$ cat config.mk
export PLATFORM = sky130hd
export DESIGN_NAME = bp_assoc_cache
export DESIGN_NICKNAME = d
export VERILOG_FILES = /design/src/rtl/bp_assoc_cache.sv
export SDC_FILE = /design/constraint.sdc
export NUM_CORES = 1
export LEC_CHECK = 0
export BUFFER_PORTS_ARGS = -buffer_cell sky130_fd_sc_hd__buf_2
export CORE_ASPECT_RATIO = 1.4
export CORE_MARGIN = 3
export CORE_UTILIZATION = 50
export CTS_CLUSTER_SIZE = 28
export DETAILED_ROUTE_END_ITERATION = 8
export GPL_ROUTABILITY_DRIVEN = 0
export PLACE_DENSITY = 0.74
export SLEW_MARGIN = 15
export SYNTH_ARGS = -nofsm -noshare
export SYNTH_HDL_FRONTEND = slang
export SYNTH_SLANG_ARGS = --single-unit
$ cat constraint.sdc
create_clock -name clk -period 6.2 [get_ports clk]
set_clock_uncertainty 0.15 [all_clocks]
set_input_delay 0.62 -clock clk [delete_from_list [all_inputs] [get_ports clk]]
set_output_delay 0.62 -clock clk [all_outputs]
set_load 0.02 [all_outputs]
$ cat src/rtl/bp_assoc_cache.sv
// Set-associative branch-history cache.
// Each entry holds a saturating counter for one branch PC. The entry is tagged
// by the upper address bits and indexed by the low address bits.
// Two combinational lookup ports read the current state. One update port
// trains the counter on a hit, or allocates an entry on a miss using true-LRU
// replacement. Updates take effect at the clock edge and there is no bypass.
// Handshake: upd_valid is a one-cycle request with no backpressure. Every
// cycle with upd_valid high (and reset high) is consumed at that posedge.
module bp_assoc_cache #(
   parameter int AWIDTH = 30,
   parameter int CWIDTH = 2,
   parameter int SETS   = 4,
   parameter int WAYS   = 2
) (
   input  logic              clk,
   input  logic              reset,
   input  logic [AWIDTH-1:0] ra0,
   output logic [CWIDTH-1:0] ctr0,
   output logic              hit0,
   output logic              taken0,
   input  logic [AWIDTH-1:0] ra1,
   output logic [CWIDTH-1:0] ctr1,
   output logic              hit1,
   output logic              taken1,
   input  logic              upd_valid,
   input  logic [AWIDTH-1:0] upd_addr,
   input  logic              upd_taken
);

   localparam int IDXW = $clog2(SETS);
   localparam int TAGW = AWIDTH - IDXW;
   localparam int AGEW = (WAYS > 1) ? $clog2(WAYS) : 1;

   localparam logic [CWIDTH-1:0] CTR_MAX = '1;
   localparam logic [CWIDTH-1:0] CTR_WT  = CWIDTH'(1) << (CWIDTH - 1);
   localparam logic [CWIDTH-1:0] CTR_WNT = CTR_WT - CWIDTH'(1);
   localparam logic [AGEW-1:0]   AGE_MAX = AGEW'(WAYS - 1);

   // Per-entry state. The ages within one set always form a permutation of 0..WAYS-1.
   logic              r_valid [SETS][WAYS];
   logic [TAGW-1:0]   r_tag   [SETS][WAYS];
   logic [CWIDTH-1:0] r_ctr   [SETS][WAYS];
   logic [AGEW-1:0]   r_age   [SETS][WAYS];

   logic [AWIDTH-1:0] w_ra  [2];
   logic              w_hit [2];
   logic [CWIDTH-1:0] w_ctr [2];

   logic [IDXW-1:0]   w_upd_idx;
   logic [TAGW-1:0]   w_upd_tag;
   logic              w_upd_hit;
   logic [AGEW-1:0]   w_hit_way;
   logic              w_has_inv;
   logic [AGEW-1:0]   w_inv_way;
   logic [AGEW-1:0]   w_lru_way;
   logic [AGEW-1:0]   w_touch_way;
   logic [AGEW-1:0]   w_old_age;

   assign w_ra[0]   = ra0;
   assign w_ra[1]   = ra1;
   assign w_upd_idx = upd_addr[IDXW-1:0];
   assign w_upd_tag = upd_addr[AWIDTH-1:IDXW];

   // Lookup ports. Allocation never creates two matching ways, so OR-ing the matches is safe.
   always_comb begin
      for (int p = 0; p < 2; p++) begin
         w_hit[p] = 1'b0;
         w_ctr[p] = '0;
         for (int w = 0; w < WAYS; w++) begin
            if (r_valid[w_ra[p][IDXW-1:0]][w] &&
                (r_tag[w_ra[p][IDXW-1:0]][w] == w_ra[p][AWIDTH-1:IDXW])) begin
               w_hit[p] = 1'b1;
               w_ctr[p] = r_ctr[w_ra[p][IDXW-1:0]][w];
            end
         end
      end
   end

   assign ctr0   = w_ctr[0];
   assign hit0   = w_hit[0];
   assign taken0 = w_hit[0] & w_ctr[0][CWIDTH-1];
   assign ctr1   = w_ctr[1];
   assign hit1   = w_hit[1];
   assign taken1 = w_hit[1] & w_ctr[1][CWIDTH-1];

   // Update decode: the hit way, otherwise the lowest invalid way, otherwise the oldest way.
   always_comb begin
      w_upd_hit = 1'b0;
      w_hit_way = '0;
      w_has_inv = 1'b0;
      w_inv_way = '0;
      w_lru_way = '0;
      // Scan downward so that the lowest-numbered invalid way is the last one written.
      for (int w = WAYS - 1; w >= 0; w--) begin
         if (!r_valid[w_upd_idx][w]) begin
            w_has_inv = 1'b1;
            w_inv_way = AGEW'(w);
         end
      end
      for (int w = 0; w < WAYS; w++) begin
         if (r_valid[w_upd_idx][w] && (r_tag[w_upd_idx][w] == w_upd_tag)) begin
            w_upd_hit = 1'b1;
            w_hit_way = AGEW'(w);
         end
         if (r_age[w_upd_idx][w] == AGE_MAX) begin
            w_lru_way = AGEW'(w);
         end
      end
      w_touch_way = w_upd_hit ? w_hit_way : (w_has_inv ? w_inv_way : w_lru_way);
      w_old_age   = r_age[w_upd_idx][w_touch_way];
   end

   // State update: reset takes priority, then counter training or allocation plus the LRU age shuffle.
   always_ff @(posedge clk) begin
      if (!reset) begin
         for (int s = 0; s < SETS; s++) begin
            for (int w = 0; w < WAYS; w++) begin
               r_valid[s][w] <= 1'b0;
               r_tag[s][w]   <= '0;
               r_ctr[s][w]   <= '0;
               r_age[s][w]   <= AGEW'(w);
            end
         end
      end else if (upd_valid) begin
         for (int w = 0; w < WAYS; w++) begin
            if (AGEW'(w) == w_touch_way) begin
               r_age[w_upd_idx][w] <= '0;
            end else if (r_age[w_upd_idx][w] < w_old_age) begin
               r_age[w_upd_idx][w] <= r_age[w_upd_idx][w] + AGEW'(1);
            end
         end
         if (w_upd_hit) begin
            if (upd_taken) begin
               if (r_ctr[w_upd_idx][w_touch_way] != CTR_MAX) begin
                  r_ctr[w_upd_idx][w_touch_way] <= r_ctr[w_upd_idx][w_touch_way] + CWIDTH'(1);
               end
            end else begin
               if (r_ctr[w_upd_idx][w_touch_way] != '0) begin
                  r_ctr[w_upd_idx][w_touch_way] <= r_ctr[w_upd_idx][w_touch_way] - CWIDTH'(1);
               end
            end
         end else begin
            r_valid[w_upd_idx][w_touch_way] <= 1'b1;
            r_tag[w_upd_idx][w_touch_way]   <= w_upd_tag;
            r_ctr[w_upd_idx][w_touch_way]   <= upd_taken ? CTR_WT : CTR_WNT;
         end
      end
   end

endmodule

==> reports/qor.yml <==
synth_seq_cells: 256
finalSetupTns_ns: 0
totalWireLength_mm: 55.12
total_power_uw: 4664
pin_count: 102
ys_warn_count: 0
path_clk_slew_ns: 0.06
crit_required_ns: 6.29
clock_latency_ns: 0.55
outcome: "finished clean"
syn-num-nets: 1311
synth.cell_area_um2: 16730
cts_buffers: 26
p_per_area_nw_per_um2: 248.1
ys.flop_type: "edfxtp_1"
cts_tree: "done"
final.min_clock_period_ns: 5.380
rsz0062_at_grt: "false"
cts_buffer_depth: 3
worstPathMaxFanout: 27
hold_viol: 0
crit_type: "input pin to register"
grt_pass1_wl_mm: 80.74
wl_per_cell_um: 31.55
grt_max_degree: 36
antenna_left: 0
die_x_um: 160.6
via_count: 12050
grt_overflow_total: 0
core.rowCount: 78
post_cts_resized: 0
core_um2: 32690
worstSetupEndpointType: "register"
start_kind: "input pin"
r2r_slack_ns: 1.17
synthArstFlopShare_pct: 0
port_buffers: 101
initial_core_util_pct: 51.17
setup_viol: 0
viasPerCell: 6.895
grtUsageTotal_pct: 30.69
die_y_um: 222.4
post-cts-setup-buffers: 0
max-cap-violations: 0
avgSynthCellArea_um2: 13.77
ys_types: 62
n_antenna_cell: 0
drt_iter0_drc: 1769
worst_slack_ns: 0.8202
postCtsHoldBufs: 0
area_growth_pct: 12.36
synth_edf_count: 247
p_leak_uw: 0.006691
hold_class: "input pin to register"
seq_area_frac_synth_pct: 45.41
max_freq_mhz: 185.9
grt_pass1_vias: 12080
cts.sinks: 256
final_common_cell: "edfxtp_1"
final_cell_mix: "247 x edfxtp_1, 176 x mux4_2, 161 x and2_1"
h-tree-depth: 1
cts_root_buf: "clkbuf_16"
tightest_slew_ns: 0.9429
hpwlAfterDp_mm: 39.28
max-vdd-ir-drop_uv: 242.2
arrival_ns: 5.47
final_nets: 1383
final.period_utilization_pct: 86.77
layout-drive-gt1-share_pct: 30.91
drtPass1Iterations: 5
route.detailed.drc: 0
syn_inst: 1215
report.final.slew_viol_count: 0
antenna_found_initial: 0
die_area_um2: 35720
pre_cts_slack_ns: 0.3927
maxSlewHeadroom_pct: 37.14
[flip-flops by register name, indices dropped and copies added, names as in the netlist]
| name | flops |
|---|---|
| r_age | 8 |
| r_ctr | 16 |
| r_tag | 224 |
| r_valid | 8 |
[report_power, final]
group	switching, µW	internal [µW]	total, µW
Combinational	481	332	813
Clock	695	1120	1820
Sequential	58.1	1970	2030
Total	1230	3430	4660
[Yosys cell counts (8+ instances only)]
master    instances  share of area, %
a21o_1            8              0.36
a21oi_1           9              0.27
and2_1          161               6.0
buf_1            12              0.27
buf_2            18              0.54
buf_4             8              0.36
clkbuf_1         62               1.4
dfxtp_1           9               1.1
edfxtp_1        247                44
mux2i_1          40               2.4
mux4_2          176                24
nand2_1          29              0.65
nand3_1          10              0.30
nand4_1          28               1.0
nor2_1           30              0.67
nor3_1           73               2.2
nor4_1           24              0.90
o21ai_0          24              0.72
xnor2_1          92               4.8
xor2_1           65               3.4
[final cells by class]
cell class,instances,area (µm²)
multi-input combinational,839,8655
tap,440,550.5
clock inverter,21,312.8
timing repair buffer,152,960.9
fill,2584,13900
inverter,12,45.04
clock buffer,27,675.6
sequential,256,7597
[through the flow]
stage                     instances  cell area [µm²]  utilization [%]  hold slack (ns)
after floorplan                1215            16730                -           0.3047
after global placement         1699            17810            54.47           0.3224
after detailed placement       1699            17810            54.47           0.3325
after CTS                      1747            18800            57.49           0.2162
after global routing           1747            18800            57.49           0.2486
final                          1747            18800            57.49           0.2388
[logic make-up (layout without fill, tap and decap cells)]
| group | count (synthesis) | count (layout) | share of synthesized area (%) |
|---|---|---|---|
| AND/OR/NAND/NOR | 380 | 380 | 12.93 |
| AO/OA/AOI/OAI | 77 | 77 | 3.231 |
| XOR/XNOR | 158 | 158 | 8.317 |
| flip-flops | 256 | 256 | 45.41 |
| adder cells (fa/ha/maj) | 2 | 2 | 0.1496 |
| multiplexers | 222 | 222 | 26.49 |
| buffers and inverters | 120 | 212 | 3.470 |
[path summary, 6_finish.rpt]
check	startpoint	end	cells past startpoint
setup / recovery	upd_addr[1]	r_ctr[3][0]$_SDFFCE_PN0P_	17
hold / removal	upd_valid	r_age[2][1]$_DFF_P_	2
setup reg to reg	r_tag[3][45]$_SDFFCE_PN0P_	r_ctr[3][0]$_SDFFCE_PN0P_	13
hold reg to reg	r_valid[2][1]$_DFF_P_	r_valid[2][1]$_DFF_P_	1
[metal layers]
metal  global-route usage [%]  vias up  wire length, µm
met5                        0        -                0
met1                    38.17     5959            18130
met3                    5.185      218             6061
met4                    19.86        0             4415
met2                    49.66      998            26520
li1                         -     4870                -
[worst max-delay path, cell delays in order]
cell and delay (ns):
buf_4 0.41, buf_4 0.37, buf_4 0.23, mux2_2 0.35, a222oi_1 0.65, o21ai_0 0.16, a211oi_1 0.39, nand3_2 0.30
a21boi_4 0.27, mux2_2 0.30, inv_1 0.04, ha_1 0.21, mux2i_1 0.17, nand3_1 0.20, or2_1 0.33, and3_1 0.23
a21oi_1 0.21
(Power assumes the default switching activity.)
